<file path="config.mk">
export PLATFORM = sky130hd
export DESIGN_NAME = branch_cond_unit_flat
export DESIGN_NICKNAME = d
export VERILOG_FILES = /design/src/rtl/branch_cond_unit_if.sv /design/src/rtl/branch_cond_unit.sv /design/src/flat_wrapper.sv
export SDC_FILE = /design/constraint.sdc
export NUM_CORES = 1
export LEC_CHECK = 0
export CORE_MARGIN = 2
export CORE_UTILIZATION = 25
export DETAILED_ROUTE_END_ITERATION = 10
export DONT_BUFFER_PORTS = 1
export SYNTH_ARGS = -nofsm -noshare
export SYNTH_HDL_FRONTEND = slang
export SYNTH_SLANG_ARGS = --single-unit
</file>
<file path="constraint.sdc">
create_clock -name clk -period 2.6 [get_ports clk]
set_clock_uncertainty 0.15 [all_clocks]
set_input_delay 0.13 -clock clk [delete_from_list [all_inputs] [get_ports clk]]
set_output_delay 0.13 -clock clk [all_outputs]
set_load 0.01 [all_outputs]
</file>
<file path="src/rtl/branch_cond_unit_if.sv">
// branch_cond_unit_if: flag/loop-counter inputs and eval/decision handshakes of branch_cond_unit
interface branch_cond_unit_if #(parameter int DATA_WIDTH = 8);
  logic                  flag_we;
  logic [DATA_WIDTH-1:0] result;
  logic                  carry_in;
  logic                  ovf_in;
  logic                  lc_load;
  logic [DATA_WIDTH-1:0] lc_din;
  logic                  eval_valid;
  logic                  eval_ready;
  logic [3:0]            cond;
  logic                  taken_valid;
  logic                  taken;
  logic                  taken_ready;
  logic [3:0]            flags;
  logic [DATA_WIDTH-1:0] lc;
  modport master (
    output flag_we, result, carry_in, ovf_in, lc_load, lc_din, eval_valid, cond, taken_ready,
    input  eval_ready, taken_valid, taken, flags, lc
  );
  modport slave (
    input  flag_we, result, carry_in, ovf_in, lc_load, lc_din, eval_valid, cond, taken_ready,
    output eval_ready, taken_valid, taken, flags, lc
  );
endinterface

</file>
<file path="src/rtl/branch_cond_unit.sv">
// branch_cond_unit: latches ALU flags, evaluates condition codes, owns the loop counter.
// Define COND_FLAG_BYPASS_EN to forward same-cycle flag writes into the evaluation.
module branch_cond_unit #(parameter int DATA_WIDTH = 8) (
  input logic clk,
  input logic rst,
  branch_cond_unit_if.slave bus
);
  logic [3:0]  new_flags, f;
  logic [15:0] tbl;
  logic        accept, lc_nz, z, n, c, v;
  assign new_flags = {bus.ovf_in, bus.carry_in, bus.result[DATA_WIDTH-1], bus.result == '0};
`ifdef COND_FLAG_BYPASS_EN
  assign f = bus.flag_we ? new_flags : bus.flags;
`else
  assign f = bus.flags;
`endif
  assign {v, c, n, z} = f;
  assign lc_nz = bus.lc != '0;
  // bit index equals condition code
  assign tbl = {lc_nz, c & ~z, ~(n ^ v), n ^ v, ~v, v, ~c, c,
                ~n & ~z, ~n, ~z, 1'b1, n | z, n, z, 1'b0};
  assign bus.eval_ready = ~bus.taken_valid | bus.taken_ready;
  assign accept = bus.eval_valid & bus.eval_ready;
  always_ff @(posedge clk) begin
    if (rst) begin
      bus.flags       <= '0;
      bus.lc          <= '0;
      bus.taken       <= 1'b0;
      bus.taken_valid <= 1'b0;
    end else begin
      if (bus.flag_we) bus.flags <= new_flags;
      if (bus.lc_load) bus.lc <= bus.lc_din;
      else if (accept && bus.cond == 4'd15 && lc_nz) bus.lc <= bus.lc - 1'b1;
      if (accept) begin
        bus.taken       <= tbl[bus.cond];
        bus.taken_valid <= 1'b1;
      end else if (bus.taken_ready) bus.taken_valid <= 1'b0;
    end
  end
endmodule

</file>
<file path="src/flat_wrapper.sv">
// flat-port wrapper written by rule: the top's interface ports become plain ports
module branch_cond_unit_flat 
#(parameter int DATA_WIDTH = 8)
  (clk, rst, bus_flag_we, bus_result, bus_carry_in, bus_ovf_in, bus_lc_load, bus_lc_din, bus_eval_valid, bus_cond, bus_taken_ready, bus_eval_ready, bus_taken_valid, bus_taken, bus_flags, bus_lc);
  branch_cond_unit_if #(.DATA_WIDTH(DATA_WIDTH)) bus_i ();
  input logic clk;
  input logic rst;
  input wire logic [$bits(bus_i.flag_we)-1:0] bus_flag_we;
  input wire logic [$bits(bus_i.result)-1:0] bus_result;
  input wire logic [$bits(bus_i.carry_in)-1:0] bus_carry_in;
  input wire logic [$bits(bus_i.ovf_in)-1:0] bus_ovf_in;
  input wire logic [$bits(bus_i.lc_load)-1:0] bus_lc_load;
  input wire logic [$bits(bus_i.lc_din)-1:0] bus_lc_din;
  input wire logic [$bits(bus_i.eval_valid)-1:0] bus_eval_valid;
  input wire logic [$bits(bus_i.cond)-1:0] bus_cond;
  input wire logic [$bits(bus_i.taken_ready)-1:0] bus_taken_ready;
  output wire logic [$bits(bus_i.eval_ready)-1:0] bus_eval_ready;
  output wire logic [$bits(bus_i.taken_valid)-1:0] bus_taken_valid;
  output wire logic [$bits(bus_i.taken)-1:0] bus_taken;
  output wire logic [$bits(bus_i.flags)-1:0] bus_flags;
  output wire logic [$bits(bus_i.lc)-1:0] bus_lc;
  assign bus_i.flag_we = bus_flag_we;
  assign bus_i.result = bus_result;
  assign bus_i.carry_in = bus_carry_in;
  assign bus_i.ovf_in = bus_ovf_in;
  assign bus_i.lc_load = bus_lc_load;
  assign bus_i.lc_din = bus_lc_din;
  assign bus_i.eval_valid = bus_eval_valid;
  assign bus_i.cond = bus_cond;
  assign bus_i.taken_ready = bus_taken_ready;
  assign bus_eval_ready = bus_i.eval_ready;
  assign bus_taken_valid = bus_i.taken_valid;
  assign bus_taken = bus_i.taken;
  assign bus_flags = bus_i.flags;
  assign bus_lc = bus_i.lc;
  branch_cond_unit #(.DATA_WIDTH(DATA_WIDTH)) u_core (.clk(clk), .rst(rst), .bus(bus_i));
endmodule
</file>
==> reports/summary.txt, run 1 <==
Number of global-route vias before repair = 908
End-of-flow core utilization = 33.7%
Leakage = 0.388 nW
Clock Sinks = 14
Worst r2r path cells = 4
Syn Inst Count = 101
Ant diodes = 0
Commonest non-fill, non-tap cell in the layout = dlygate4sd3_1
CP Launch Type = register
Worst Setup End Kind = register
CTS resizes = 0
Final Total Pwr = 0.517 mW
Initial DRT Pass Iterations = 4
Period minus WS final = 2.33 ns
Yosys reg bits = 14
Worst Hold Depth = 2
DRC errors left = 0
Worst R2R End = u_core.bus.lc[7]
Critical Path, Cell by Cell = or4_4 -> or4_1 -> or4_1 -> a311oi_1
Logic pwr share = 19.5%
H-tree levels = 1
Post-synth EDFFs = 0
1st-iter DRT viols = 79
WL/cell = 15.1 um
Final nets = 150
Area growth syn-to-layout = 30.5%
Compound-gate portion of the synthesized area = 21.7%
Inserted Clock Buffers = 3
Total Wirelength = 2.48 mm
Overall fraction of global-route tracks in use = 13.0%
Async set-or-reset flop fraction in the synthesized netlist = 0%
FF-to-FF Start = u_core.bus.lc[2]
Dpl hpwl = 1.77 mm
Ys Warns = 0
Yosys cell types = 37
I/O pin count = 43
Peak supply drop = 201 uV
Pin count of the biggest net entering global routing = 15
Placement Setup Slack = 0.307 ns
Initial core utilization = 25.8%
WS Path Type = reg -> reg
DR vias = 873
PwrDens = 467 nW/um^2
Slowest stage delay, CP = 0.60 ns
Cell taking the most area after synthesis = dfxtp_1
Worst-Margin Slew = 0.564 ns
P_int = 0.366 mW
Final WS setup = 0.268 ns
Reg clk slew, reported paths = 0.10 ns
Fmax = 429 MHz
Simple-gate share of the synthesized area = 29.1%
Synth Area in XOR/XNOR = 4.13%
Maxcap violations = 0
Post-Synth Adder-Cell Area = 2.95%
Top post-synthesis cells by area = dfxtp_1, nor2_1, a311oi_1
Reg power frac = 48.9%
Sw Pwr = 0.151 mW
CP required = 2.66 ns
Slew headroom = 62.2%
Layout cells sized above 1 = 9.24%
GPL Wtd Cong = 0.708
Synth Flop Type = dfxtp_1
Setup TNS = 0 ns
Synth top area share = 33.0%
FP Rows = 21
Slew Limit Fails = 0
Clock Root Buffer = clkbuf_4
Maximum fanout along the worst path = 6
Commonest cells after routing, fill and taps aside = dlygate4sd3_1, dfxtp_1, nor2_1
Unrepaired setup endpoints after global routing = no
Chip width = 62.3 um
Core area = 3280 um^2
Total gr overflow = 0
Cell Area, Synth = 848 um^2
CTS tree = built
Clock buffer depth = 2
Final ANT Viol Nets = 0
Buffers on Ports = 0
WHS Endpoint = u_core.bus.taken
Final Cycle Share = 89.7%
Antenna violations before repair = 0
Sw frac = 29.1%
Cell mode on critical path = or4_1
Reg2reg setup slack = 0.27 ns
Global-route wire length before repair = 4.04 mm
Main combinational cell family by area after synthesis = simple AND/OR/NAND/NOR gates
Endpoints failing hold = 0
Post-synthesis sequential area ratio = 33.0%
Post-synth net total = 131
Worst path slowest cell = or4_4
Clk_lat worst skew = 0.29 ns
Critical path data arrival time = 2.39 ns
Mux contribution to synthesized area = 4.72%
Vias per inst = 5.29
Die Y = 62.3 um
Worst Hold Class = in -> reg
Setup violators final = 0
Hold_sp = bus_cond[2]
Clock network power share = 31.6%
Die area = 3880 um^2
Synth Area per Inst = 8.40 um^2
Status = finished clean
[metal layers]
metal / track usage (%) / wire length, um / vias up
met3: 6.70 / 254 / 2
met1: 14.1 / 1050 / 406
li1: - / - / 417
met5: 0 / 0 / -
met4: 2.50 / 12 / 0
met2: 23.0 / 1170 / 48
[stage by stage]
step / std cells / cell area (um^2) / hold WS, ns
3_3_place_gp: 143 / 891 / 0.0518
5_1_grt: 165 / 1110 / 0.0492
3_5_place_dp: 143 / 891 / 0.0558
4_1_cts: 165 / 1110 / 0.0240
6_report: 165 / 1110 / 0.0361
2_1_floorplan: 101 / 848 / 0.101
[logic make-up (layout without fill, tap and decap cells)]
family | after synthesis | count (layout)
DFF | 14 | 14
xor gates and xnor gates | 4 | 4
buffers and inverters | 10 | 28
AOI/OAI and AO/OA | 25 | 25
muxes | 4 | 4
and+or+nand+nor | 42 | 42
adders and majority gates | 2 | 2
[synth_stat cells (2+ instances only)]
| library cell | instances |
|---|---|
| xnor2_1 | 2 |
| inv_1 | 6 |
| clkbuf_1 | 4 |
| or4_1 | 5 |
| a21oi_1 | 2 |
| nor2_1 | 12 |
| a311oi_1 | 5 |
| ha_1 | 2 |
| o21a_1 | 2 |
| xor2_1 | 2 |
| or3_1 | 2 |
| o21ai_0 | 5 |
| mux2i_1 | 4 |
| nand2_1 | 3 |
| nand3_1 | 3 |
| nor4_1 | 3 |
| nand2b_1 | 2 |
| or3_2 | 3 |
| nor2b_1 | 2 |
| dfxtp_1 | 14 |
| o31ai_1 | 2 |
[worst max path at each step]
stage | start | end | cells past startpoint
3_3_place_gp | u_core.bus.lc[2] | u_core.bus.lc[7] | 4
5_1_grt | u_core.bus.lc[0] | u_core.bus.lc[6] | 5
2_1_floorplan | u_core.bus.lc[2] | u_core.bus.lc[7] | 4
4_1_cts | u_core.bus.lc[2] | u_core.bus.lc[7] | 4
6_report | u_core.bus.lc[2] | u_core.bus.lc[7] | 4
3_5_place_dp | u_core.bus.lc[2] | u_core.bus.lc[7] | 4
[sequential cells by signal (all words and copies together), names as in the netlist]
register / count
u_core.bus.lc: 8
u_core.bus.flags: 4
u_core.bus.taken: 1
u_core.bus.taken_valid: 1
[final cells by class]
| type | instances | area, um^2 |
|---|---|---|
| Timing Repair Buffer | 18 | 180 |
| Tap cell | 46 | 57.6 |
| Clock buffer | 4 | 36.3 |
| Fill cell | 349 | 2180 |
| Sequential cell | 14 | 280 |
| Inverter | 6 | 22.5 |
| Multi-Input combinational cell | 77 | 531 |
[power groups by stage]
stage,sequential (mW),combinational [mW],clock (mW)
after global routing,0.255,0.112,0.178
after detailed placement,0.258,0.0736,0
after floorplan,0.252,0.0649,0
after CTS,0.253,0.100,0.173
after global placement,0.257,0.0704,0
final,0.253,0.101,0.164
[worst max-delay path, delay by kind of cell, from the launching register on]
kind / cells / cell delay (ns)
and+or+nand+nor: 3 / 1.45
AOI/OAI and AO/OA: 1 / 0.27
DFF: 1 / 0.39
[repair_timing]
action / 4_1_cts / 5_1_grt
buffers inserted: 0 / 0
endpoints found under the hold margin: 14 / 0
hold buffers: 18 / 0
(Power assumes the default switching activity.)
==> inputs of run 2 (changes only) <==
- CORE_UTILIZATION: 25 -> 45
==> reports/summary.txt, run 2 (synthesis gave the netlist of run 1 again) <==
Status = finished clean
Commonest non-fill, non-tap cell in the layout = dlygate4sd3_1
FP Rows = 15
Final Cycle Share = 90.2%
CP required = 2.63 ns
Slew Limit Fails = 0
Dpl hpwl = 1.48 mm
Vias per inst = 5.77
Final nets = 150
Global-route wire length before repair = 3.18 mm
Die Y = 47.4 um
Top Usage Layer GRT = met2
Fmax = 426 MHz
Setup violators final = 0
Dpl cells = 122
Most flop-heavy register = u_core.bus.lc
Die area = 2250 um^2
DP Area = 865 um^2
Final Instance Area = 1070 um^2
Overall fraction of global-route tracks in use = 20.5%
Peak supply drop = 344 uV
Worst Setup End Kind = register
Inserted Clock Buffers = 3
Max FFs per register = 8
GR met2 Demand/Resource = 34.1%
Final std cells w/o fill = 143
PwrDens = 443 nW/um^2
Endpoints failing hold = 0
H-tree levels = 1
WS Path Type = reg -> reg
M1 GR Usage = 24.1%
Number of global-route vias before repair = 745
Layout cells sized above 1 = 8.47%
Core area = 1750 um^2
Clock buffer depth = 2
Period minus WS final = 2.34 ns
Clock Sinks = 14
Total gr overflow = 0
CTS resizes = 0
Chip width = 47.4 um
Reg area = 280 um^2
Met3 Usage GRT = 8.30%
Final Total Pwr = 0.472 mW
Maximum fanout along the worst path = 6
Pin count of the biggest net entering global routing = 15
Reg clk slew, reported paths = 0.09 ns
Clock Root Buffer = clkbuf_4
Fill count = 178
Unrepaired setup endpoints after global routing = no
Area occupied by multi-input gates = 531 um^2
DR vias = 825
Critical path data arrival time = 2.38 ns
Antenna violations before repair = 0
Initial DRT Pass Iterations = 4
CP Launch Type = register
Buffers on Ports = 0
WL/cell = 14.5 um
Initial core utilization = 48.6%
Total Wirelength = 2.08 mm
Slew headroom = 61.8%
Final ANT Viol Nets = 0
I/O pin count = 43
Area growth syn-to-layout = 25.8%
Regs by FF count = u_core.bus.lc (8), u_core.bus.flags (4)
Ant diodes = 0
GPL Wtd Cong = 0.776
DRC errors left = 0
Setup TNS = 0 ns
End-of-flow core utilization = 61.1%
Worst Hold Class = in -> reg
Commonest cells after routing, fill and taps aside = dlygate4sd3_1, dfxtp_1, nor2_1
CTS tree = built
Maxcap violations = 0
Clk_lat worst skew = 0.28 ns
1st-iter DRT viols = 12
Leakage = 0.381 nW
Worst-Margin Slew = 0.570 ns
run 2: per-layer routing:
layer | vias to the layer above | part of all wire, %
met2 | 35 | 49
met4 | 0 | 0.92
met5 | - | 0
met1 | 365 | 43
li1 | 423 | -
met3 | 2 | 7.2
run 2: power by group:
| group | internal (mW) | switching, mW |
|---|---|---|
| Sequential | 0.228 | 0.0234 |
| Combinational | 0.0523 | 0.0453 |
| Clock | 0.0538 | 0.0692 |
run 2: worst paths after layout:
check                            from                   to  slack, ns  cells after the start
hold / removal         bus_eval_valid     u_core.bus.taken       0.01                      3
setup reg to reg     u_core.bus.lc[2]     u_core.bus.lc[7]       0.26                      4
hold reg to reg   u_core.bus.flags[0]  u_core.bus.flags[0]       0.40                      2
setup / recovery     u_core.bus.lc[2]     u_core.bus.lc[7]       0.26                      4
run 2: per-stage QoR:
step	hold slack, ns	worst slack [ns]
final	0.0116	0.255
after global routing	0.0236	0.168
after CTS	0.0107	0.244
after detailed placement	0.0529	0.281
after global placement	0.0515	0.359
after floorplan	0.101	0.420
run 2: area by class of cell:
type	instances	area share, %
Clock buffer	3	2.11
Inverter	6	2.11
Multi-Input combinational cell	77	49.7
Sequential cell	14	26.3
Tap cell	25	2.93
Timing Repair Buffer	18	16.9
run 2: what timing repair did:
action / in CTS / in global routing
setup endpoints to repair: 0 / 0
hold endpoints to repair: 14 / 0
hold buffers: 18 / 0
buffers inserted: 0 / 0
run 2: critical path, stage by stage (launching register included):
cell and delay (ns):
dfxtp_1 0.39, or4_4 0.59, or4_1 0.44, or4_1 0.40
a311oi_1 0.28
